**config.mk**
```make
export PLATFORM = sky130hd
export DESIGN_NAME = arbiter_x4_flat
export DESIGN_NICKNAME = d
export VERILOG_FILES = /design/src/rtl/arbiter_x4_pkg.sv /design/src/rtl/arbiter_x4_if.sv /design/src/rtl/arbiter_x4_rr_pick.sv /design/src/rtl/arbiter_x4.sv /design/src/flat_wrapper.sv
export SDC_FILE = /design/constraint.sdc
export NUM_CORES = 1
export LEC_CHECK = 0
export CORE_MARGIN = 5
export CORE_UTILIZATION = 50
export DETAILED_ROUTE_END_ITERATION = 12
export GPL_ROUTABILITY_DRIVEN = 0
export GPL_TIMING_DRIVEN = 1
export PLACE_DENSITY = 0.72
export SLEW_MARGIN = 20
export SYNTH_ARGS = -nofsm -noshare
export SYNTH_HDL_FRONTEND = slang
export SYNTH_HIERARCHICAL = 1
export SYNTH_SLANG_ARGS = --single-unit
```
**constraint.sdc**
```tcl
create_clock -name clk -period 3.55 [get_ports clk]
set_clock_uncertainty 0.2 [all_clocks]
set_input_delay 0.71 -clock clk [delete_from_list [all_inputs] [get_ports clk]]
set_output_delay 0.71 -clock clk [all_outputs]
set_load 0.03 [all_outputs]
```
**src/rtl/arbiter_x4_pkg.sv**
```systemverilog
// Shared constants and types for the four-way round-robin arbiter.
// Both the arbiter and its bench import this package.
package arbiter_x4_pkg;

   localparam int N_REQ        = 4;
   localparam int MAX_HOLD_DEF = 8;
   localparam int CNT_W        = 8;

   typedef enum logic [0:0] {
      ST_IDLE = 1'b0,
      ST_BUSY = 1'b1
   } state_t;

   function automatic logic [3:0] onehot4(input logic [1:0] id);
      return 4'b0001 << id;
   endfunction

endpackage

```
**src/rtl/arbiter_x4_if.sv**
```systemverilog
// Request/grant bundle between the requesters (master) and the arbiter (slave).
interface arbiter_x4_if;
   logic [3:0] req;
   logic [3:0] gnt;
   logic [1:0] gnt_id;
   logic       gnt_valid;
   logic       preempt;

   modport master (output req, input gnt, gnt_id, gnt_valid, preempt);
   modport slave  (input req, output gnt, gnt_id, gnt_valid, preempt);
endinterface

```
**src/rtl/arbiter_x4_rr_pick.sv**
```systemverilog
// Combinational round-robin search: the first unmasked request at or after
// i_start, wrapping, wins.
module rr_pick_x4 (
   input  logic [3:0] i_req,
   input  logic [1:0] i_start,
   input  logic [3:0] i_excl,
   output logic [1:0] o_winner,
   output logic       o_found
);

   logic [3:0] w_masked;
   logic [1:0] w_idx;
   logic       w_hit;

   assign w_masked = i_req & ~i_excl;

   // Scan four positions from i_start; the first hit locks the winner.
   always_comb begin
      o_found  = 1'b0;
      o_winner = i_start;
      w_idx    = i_start;
      w_hit    = 1'b0;
      for (int i = 0; i < 4; i++) begin
         w_idx    = i_start + 2'(i);
         w_hit    = !o_found && w_masked[w_idx];
         o_winner = w_hit ? w_idx : o_winner;
         o_found  = o_found | w_hit;
      end
   end

endmodule

```
**src/rtl/arbiter_x4.sv**
```systemverilog
// Four-requester round-robin arbiter with a hold limit that forces a hand-off
// when another requester has been waiting MAX_HOLD cycles.
module arbiter_x4
   import arbiter_x4_pkg::*;
#(
   parameter int MAX_HOLD = MAX_HOLD_DEF
) (
   input  logic         clk,
   input  logic         rst_n,
   arbiter_x4_if.slave  bus
);

   localparam logic [CNT_W-1:0] CNT_MAX = CNT_W'(MAX_HOLD - 1);

   state_t           r_state;
   logic [3:0]       r_gnt;
   logic [1:0]       r_gnt_id;
   logic             r_gnt_valid;
   logic             r_preempt;
   logic [1:0]       r_last_id;
   logic [CNT_W-1:0] r_cnt;

   logic [1:0]       w_start;
   logic [3:0]       w_excl;
   logic [1:0]       w_winner;
   logic             w_found;
   logic             w_held;

   // While busy the current holder is masked out; on a release its bit is already zero.
   assign w_start = r_last_id + 2'd1;
   assign w_excl  = (r_state == ST_BUSY) ? onehot4(r_gnt_id) : 4'b0000;
   assign w_held  = bus.req[r_gnt_id];

   rr_pick_x4 u_pick (
      .i_req    (bus.req),
      .i_start  (w_start),
      .i_excl   (w_excl),
      .o_winner (w_winner),
      .o_found  (w_found)
   );

   // Arbitration state machine; every output is a register.
   always_ff @(posedge clk) begin
      if (!rst_n) begin
         r_state     <= ST_IDLE;
         r_gnt       <= 4'b0000;
         r_gnt_id    <= 2'b00;
         r_gnt_valid <= 1'b0;
         r_preempt   <= 1'b0;
         r_last_id   <= 2'd3;
         r_cnt       <= '0;
      end else begin
         r_preempt <= 1'b0;
         case (r_state)
            ST_IDLE: begin
               if (w_found) begin
                  r_state     <= ST_BUSY;
                  r_gnt       <= onehot4(w_winner);
                  r_gnt_id    <= w_winner;
                  r_gnt_valid <= 1'b1;
                  r_last_id   <= w_winner;
                  r_cnt       <= '0;
               end else begin
                  r_gnt       <= 4'b0000;
                  r_gnt_valid <= 1'b0;
               end
            end
            ST_BUSY: begin
               if (!w_held || (r_cnt == CNT_MAX && w_found)) begin
                  if (w_found) begin
                     r_gnt       <= onehot4(w_winner);
                     r_gnt_id    <= w_winner;
                     r_gnt_valid <= 1'b1;
                     r_last_id   <= w_winner;
                     r_cnt       <= '0;
                     r_preempt   <= w_held;
                  end else begin
                     r_state     <= ST_IDLE;
                     r_gnt       <= 4'b0000;
                     r_gnt_id    <= 2'b00;
                     r_gnt_valid <= 1'b0;
                     r_cnt       <= '0;
                  end
               end else if (r_cnt != CNT_MAX) begin
                  r_cnt <= r_cnt + 8'd1;
               end else begin
                  r_cnt <= r_cnt;
               end
            end
            default: begin
               r_state     <= ST_IDLE;
               r_gnt       <= 4'b0000;
               r_gnt_id    <= 2'b00;
               r_gnt_valid <= 1'b0;
               r_cnt       <= '0;
            end
         endcase
      end
   end

   assign bus.gnt       = r_gnt;
   assign bus.gnt_id    = r_gnt_id;
   assign bus.gnt_valid = r_gnt_valid;
   assign bus.preempt   = r_preempt;

endmodule

```
**src/flat_wrapper.sv**
```systemverilog
// flat-port wrapper written by rule: the top's interface ports become plain ports
module arbiter_x4_flat import arbiter_x4_pkg::*;
#(
   parameter int MAX_HOLD = MAX_HOLD_DEF
)
  (clk, rst_n, bus_req, bus_gnt, bus_gnt_id, bus_gnt_valid, bus_preempt);
  arbiter_x4_if bus_i ();
  input  logic clk;
  input  logic rst_n;
  input wire logic [$bits(bus_i.req)-1:0] bus_req;
  output wire logic [$bits(bus_i.gnt)-1:0] bus_gnt;
  output wire logic [$bits(bus_i.gnt_id)-1:0] bus_gnt_id;
  output wire logic [$bits(bus_i.gnt_valid)-1:0] bus_gnt_valid;
  output wire logic [$bits(bus_i.preempt)-1:0] bus_preempt;
  assign bus_i.req = bus_req;
  assign bus_gnt = bus_i.gnt;
  assign bus_gnt_id = bus_i.gnt_id;
  assign bus_gnt_valid = bus_i.gnt_valid;
  assign bus_preempt = bus_i.preempt;
  arbiter_x4 #(.MAX_HOLD(MAX_HOLD)) u_core (.clk(clk), .rst_n(rst_n), .bus(bus_i));
endmodule
```
==> results.md, run 1 <==
Outcome:
- The run finished with clean final reports.

Power:
- Registers are responsible for 35.8% of the overall power.
- After layout, the design draws a total of 0.8809 mW.
- Cell internal power was estimated by the tool at 0.5061 mW.
- The power density over the cells is 681.5 nW/um^2.
- Across the VDD grid, the largest voltage drop is 0.4069 mV.
- Summed over all cells, the static leakage comes to 0.4826 nW.
- The fraction of power spent switching nets is 42.54%.
- The switching power summed over all nets is 0.3747 mW.
- The combinational power share is 51.7%.
- Of the total power, the clock network draws 12.5%.

Clock network:
- After clock tree synthesis, the clock-pin slew on the worst setup and hold paths is 0.12 ns.
- The buffer depth of the longest clock path is 2.
- At the later pin of the worst-skew pair, clock insertion delay measures 0.30 ns.
- For this design, the CTS-stage hold fixing added 0 buffers.
- The clock root buffer master is clkbuf_4.
- The TritonCTS buffer count is 3.
- The TritonCTS clock tree is done.
- Post-CTS repair changed the size of 0 cells.
- In this run the number of H-tree levels came out at 1.
- The tree built by TritonCTS fans out to 19 sinks.
- The number of setup buffers added after CTS is 0.

Synthesis:
- Of the synthesized area, sequential elements account for 34.70%.
- The number of enable flip-flop cells after synthesis is 0.
- The count of distinct cell types in the synthesized netlist is 46.
- The number of synthesis warnings is 6.
- The most used flip-flop cell after synthesis is dfxtp_1.
- The number of nets produced by synthesis is 132.
- For this run, asynchronously set or reset flops after synthesis account for 0%.
- The post-synth design cell area is 1096 um^2.
- The register bit count reported by yosys is 19.
- Each instance of the synthesized netlist takes up on average 8.768 um^2.
- In the synthesized netlist, the number of instances is 125.

Setup path:
- The combined buffer and inverter count along the critical path is 1.
- The startpoint type of the worst setup path is a flip-flop.
- The critical path's largest stage delay is 0.74 ns.
- Grouping stages by cell kind, the critical path spends the most delay in buffers and inverters.
- The highest net fanout along the worst path is 8.
- The classification of the worst setup path is reg -> out.
- The data arrival time of the worst path is 1.60 ns.
- Traced cell by cell, the critical path runs through clkdlybuf4s50_1.
- The cell with the biggest individual delay on the critical path is clkdlybuf4s50_1.
- The endpoint class of the critical path is an output port.
- STA puts the critical path data required time at 2.64 ns.

Drt:
- The first detailed-routing pass ran for 4 iterations.
- Dividing the detail-routed wire length by the instance count gives 14.59 um.
- Dividing the detail-routed via count by the number of cells gives 5.947.
- After detailed routing, the number of remaining DRC violations is 0.
- The iteration-0 DRC count of the detailed router is 23.
- After detailed routing, the total wire length is 2.481 mm.
- The detail route stage leaves a number of antenna-violating nets equal to 0.
- Summing over every cut layer, the via total after detailed routing is 1011.

STA:
- The final hold violation count is 0.
- After layout, the minimum clock period comes to 2.506 ns.
- The final count of pins violating max slew is 0.
- The worst hold margin is 0.2867 ns.
- The slew at the pin closest to its max-slew limit is 0.4745 ns.
- The maximum frequency from static timing analysis is 399.1 MHz.
- Setup violations remaining at the end of the flow were counted as 0.
- The setup total negative slack is 0 ns.
- The post-route clock period utilization is 70.58%.
- Setup repair after global routing left no endpoint under its margin.
- The minimum setup slack in the final design is 1.044 ns.
- The worst relative slew slack is 68.37%.

Worst hold path:
- The kind of path behind the tightest hold check is reg -> reg.

Floorplan:
- The number of top-level design ports is 14.
- The width of the chip is 56.82 um.
- The initialized floorplan defines 17 standard-cell rows.
- The core region is 2148 um^2.
- Once the floorplan was initialized, standard cells occupied 51.02% of the core.
- The die height is 56.82 um.
- The die covers 3229 um^2.

Finish:
- The layout overhead on the synthesized area is 17.92%.
- The net count of the finished layout is 150.
- The diode insertion count for antenna repair is 0.
- The library cell used most frequently in the layout, excluding fill and tap cells, is dfxtp_1.
- Leaving out fill and tap cells, the most frequent cells in the layout are 19 x dfxtp_1, 15 x nor2_1, 13 x clkdlybuf4s50_1, 10 x inv_1, 8 x nand2_1.
- The fraction of layout instances using a drive strength above 1 is 14.08%.
- The number of filler instances in the final layout is 212.

Placed design:
- The number of I/O port buffers is 13.
- Prior to clock tree synthesis, the placed netlist has a worst setup slack of 0.7545 ns.
- After legalization and detailed placement, the total HPWL measured 1.951 mm.

Global route:
- The number of global-route vias before repair was 1014.
- The first global-routing pass estimated 4.471 mm of wire.
- The sum of overflow across all layers after global routing is 0.
- The number of antenna violations at the first check in global routing is 0.
- Across every metal layer, demand over resource in global routing totals 17.49%.
- Entering global routing, the biggest net connects 14 pins.

Run:
- The count of max-cap constraint violations is 0.
## flip-flops by register name, summed over array words and instances, names as in the netlist
signal                flops
u_core/bus.gnt_id         2
u_core/bus.gnt_valid      1
u_core/bus.gnt            4
u_core/r_state            1
u_core/r_cnt              8
u_core/r_last_id          2
u_core/bus.preempt        1
## kinds of logic (layout without fill, tap and decap cells)
family | after synthesis | in the layout | synth area share (%)
compound gates | 33 | 33 | 24.31
xor+xnor | 3 | 3 | 2.398
fa+ha+maj | 1 | 1 | 1.141
buf+inv | 12 | 29 | 4.452
flops | 19 | 19 | 34.70
mux | 6 | 6 | 6.621
simple gates | 51 | 51 | 26.37
## routing by layer
metal | up-vias | track usage (%) | share of wire [%]
li1 | 499 | - | -
met1 | 484 | 20.64 | 45
met2 | 22 | 30.69 | 51
met3 | 6 | 3.218 | 2.7
met4 | 0 | 7.285 | 1.5
met5 | - | 0 | 0
## final cells by class
type | instances | area [um^2] | share of cell area (%)
clock buffer | 3 | 22.52 | 1.742
clock inverter | 1 | 5.005 | 0.3872
inverter | 10 | 37.54 | 2.904
multi-input combinational | 94 | 666.9 | 51.60
sequential | 19 | 380.4 | 29.43
tap | 28 | 35.03 | 2.711
timing repair buffer | 15 | 145.1 | 11.23
## Yosys cell counts, types with 2 or more instances
library cell	count	area, um^2
or2b_1	2	15.01
mux2i_1	5	50.05
dfxtp_1	19	380.4
o21a_1	2	15.01
and3_1	2	12.51
nor2_1	15	56.30
o21ai_0	5	25.02
nor2b_1	3	18.77
o22ai_1	4	25.02
nand3_1	6	30.03
a21oi_1	4	20.02
nand2_1	8	30.03
and2_1	2	12.51
a32o_1	5	50.05
inv_1	10	37.54
o221ai_1	2	17.52
xor2_1	2	17.52
## power groups by stage
stage                     sequential (mW)  combinational [mW]  clock (mW)
after floorplan                     0.364               0.269           0
after global placement              0.319               0.444           0
after detailed placement            0.321               0.456           0
after CTS                           0.316               0.458       0.117
after global routing                0.325               0.498       0.129
final                               0.315               0.456       0.110
## worst paths after layout
| check | from | endpoint | slack [ns] | cells after the start |
|---|---|---|---|---|
| setup / recovery | u_core/bus.gnt_id[0] | bus_gnt_id[0] | 1.04 | 1 |
| hold / removal | u_core/bus.gnt[0] | u_core/bus.gnt[0] | 0.29 | 1 |
| setup reg to reg | u_core/r_state | u_core/bus.gnt[0] | 1.25 | 9 |
| hold reg to reg | u_core/bus.gnt[0] | u_core/bus.gnt[0] | 0.29 | 1 |
## per-stage QoR
| step | instances | utilization (%) | cell area, um^2 |
|---|---|---|---|
| after global routing | 170 | 60.16 | 1292 |
| after detailed placement | 166 | 58.88 | 1265 |
| after global placement | 166 | 58.88 | 1265 |
| final | 170 | 60.16 | 1292 |
| after floorplan | 125 | - | 1096 |
| after CTS | 170 | 60.16 | 1292 |
Power figures use the tool's default switching activity.
==> inputs of run 2 (changes only) <==
clock period = 2.4 ns   (was 3.55 ns; I/O delays follow)
==> run 2 against run 1 <==
Utilization is 3.5 points higher. Critical path depth is the same. Hold slack worse by 0.0024 ns. Register-to-register slack worse by 1.1 ns. Routed wire length fell by 2.6%. Sequential share of layout area decreased by 1.6 points. Combinational power up 68%. Sequential power rose by 47%. Count of clock-buffer cells in the layout unchanged. Non-clock buffer count grew 10. Highest routed layer unchanged.
==> results.md, run 2 (synthesis results as in run 1) <==
Clock network:
- After clock tree synthesis, the flow added hold-fix buffers numbering 0.
- The clock network latency to the later pin of the worst-skew pair is 0.30 ns.
- The tree built by TritonCTS fans out to 19 sinks.
- TritonCTS built the clock tree.
- The clock passes through at most 2 buffers.
- The number of gates resized after CTS was 0.
- After clock tree synthesis, the clock-pin slew on the worst setup and hold paths is 0.11 ns.
- CTS placed an instance of clkbuf_4 at the clock tree root.
- The TritonCTS buffer count is 3.
- In this run the number of H-tree levels came out at 1.
- After clock tree synthesis, the setup repair step added 0 buffers.

Power:
- The design draws 1.390 mW.
- Summed over all cells, the static leakage comes to 0.5301 nW.
- The largest voltage drop on the vdd net is 0.7536 mV.
- In this run the power density over the cells is 1017 nW/um^2.

Floorplan:
- In this run the count of I/O pins placed on the die edge is 14.
- Measured along the y axis, the die boundary spans 56.82 um.
- The cell row count is 17.
- The width of the chip is 56.82 um.
- The floorplan step defined a core boundary enclosing 2148 um^2.
- The initial utilization of the core area, before any placement, comes to 51.02%.
- The full die area is 3229 um^2.

Worst hold path:
- The min-delay analysis places its worst path in the category reg -> reg.

Finish:
- The multi-input combinational cells in the finished layout cover a total of 666.9 um^2.
- The library cells used most frequently in the layout, excluding fill and tap cells, are 19 x dfxtp_1, 15 x nor2_1, 13 x clkdlybuf4s50_1, 12 x buf_4, 10 x inv_1.
- The register cell area after layout is 380.4 um^2.
- For this run, the share of the core covered by cells in the final layout is 63.66%.
- The total non-filler cell area in the finished layout is 1368 um^2.
- The most common cell after layout, fill and taps aside is dfxtp_1.
- The number of filler instances in the final layout is 189.
- The register with the most flip-flops in the layout has 8 of them.
- The fraction of layout instances using a drive strength above 1 is 19.74%.
- The register with the most flip-flops is u_core/r_cnt.
- The layout overhead on the synthesized area is 24.77%.
- The net count of the finished layout is 160.
- The number of antenna diodes in the final layout is 0.

Setup path:
- The startpoint type of the worst setup path is a flip-flop.
- The cell family contributing the most delay on the critical path is buffers and inverters.
- The classification of the worst setup path is reg -> out.
- The critical path required time is 1.72 ns.
- Walking the worst path, the cells encountered are clkdlybuf4s50_1.
- The slowest stage of the critical path is the clkdlybuf4s50_1 cell.
- The critical path's largest stage delay is 0.75 ns.
- In this run the worst path has a maximum fanout of 8.
- The endpoint class of the critical path is an output port.
- Counting both buffers and inverters, the worst setup path holds a total of 1.
- The data arrival time of the worst path is 1.60 ns.

STA:
- After layout, the worst setup slack is 0.1232 ns.
- The count of endpoints failing setup in the final report is 0.
- Setup repair after global routing left no endpoint under its margin.
- The final hold violation count is 0.
- The final count of pins violating max slew is 0.
- The time the final worst path needs with I/O delays and setup is 2.277 ns.
- The post-route clock period utilization is 94.87%.
- Measured against its own limit, the worst slew margin works out to 70.90%.
- For the pin with the worst max-slew slack, the measured transition is 0.4350 ns.
- The maximum frequency from static timing analysis is 439.2 MHz.

Placed design:
- The post-placement worst setup slack is -0.04518 ns.
- The instance area after placement is 1340 um^2.
- During placement, the flow inserted port buffers numbering 13.
- The post-detailed-placement half-perimeter wirelength is 1.894 mm.

Global route:
- The total overflow left after global routing is 0.
- The number of antenna violations at the first check in global routing is 0.
- The largest net degree at the start of global routing is 12.
- The number of global-route vias before repair is 984.
- The first global-routing pass estimated 4.181 mm of wire.
- Global routing used 16.01% of the available tracks.

Drt:
- The number of nets still failing antenna checks after routing is 0.
- After detailed routing, the number of remaining DRC violations is 0.
- The mean routed wirelength per cell is 13.43 um.
- After detailed routing, the total wire length is 2.417 mm.
- Before antenna repair, the detailed router went through 4 iterations.
- Summing over every cut layer, the via total after detailed routing is 1030.
- The detailed router finished its first iteration with 25 violations.
- The detail-routed via count per cell is 5.722.

Outcome:
- The flow ran to the end, and the final reports show no timing, DRC or antenna violations.

Run:
- The tool flagged a number of max-cap violations equal to 0.
==> run 2: cell types whose count changed in the layout (fill, tap and decap cells not counted), sizes merged <==
cell and delta:
buf +10
==> run 2: final timing paths <==
path,from,end,slack (ns),cells past startpoint
worst min register to register,u_core/bus.gnt[1],u_core/bus.gnt[1],0.28,1
worst max-delay path,u_core/bus.gnt_id[0],bus_gnt_id[0],0.12,1
worst max register to register,u_core/bus.gnt_id[1],u_core/bus.gnt[0],0.18,9
worst min-delay path,u_core/bus.gnt[1],u_core/bus.gnt[1],0.28,1
==> run 2: area by class of cell <==
| type | instances | area share [%] |
|---|---|---|
| repair buffers | 25 | 16.10 |
| clock buffers | 3 | 1.647 |
| flip-flops and latches | 19 | 27.81 |
| multi-input cells | 94 | 48.76 |
| inverters | 10 | 2.745 |
| clock inverters | 1 | 0.3660 |
| well taps | 28 | 2.562 |
==> run 2: routing by layer <==
| layer | GRT usage, % | vias to the layer above | routed length [um] |
|---|---|---|---|
| met5 | 0 | - | 0 |
| met4 | 4.967 | 0 | 27 |
| met3 | 2.989 | 4 | 75 |
| met2 | 27.72 | 20 | 1180 |
| met1 | 19.86 | 485 | 1133 |
| li1 | - | 521 | - |
==> run 2: through the flow <==
| stage | setup TNS, ns | hold WS [ns] | std cells |
|---|---|---|---|
| finish | 0 | 0.2843 | 180 |
| global route | 0 | 0.3081 | 180 |
| CTS | 0 | 0.2914 | 180 |
| detailed placement | -0.1163 | 0.2612 | 176 |
| global placement | -0.04899 | 0.2557 | 176 |
| floorplan | 0 | 0.2555 | 125 |
==> run 2: report_power, final <==
group	internal, mW	switching [mW]	total, mW
logic	0.365	0.398	0.764
registers	0.390	0.0744	0.464
clock network	0.0621	0.101	0.163
total	0.817	0.573	1.39
==> inputs of run 3 (changes only) <==
SKIP_LAST_GASP = 1   (was unset)
==> results of run 3 <==
The final DEF is identical to that of run 2; final timing and power are the same.
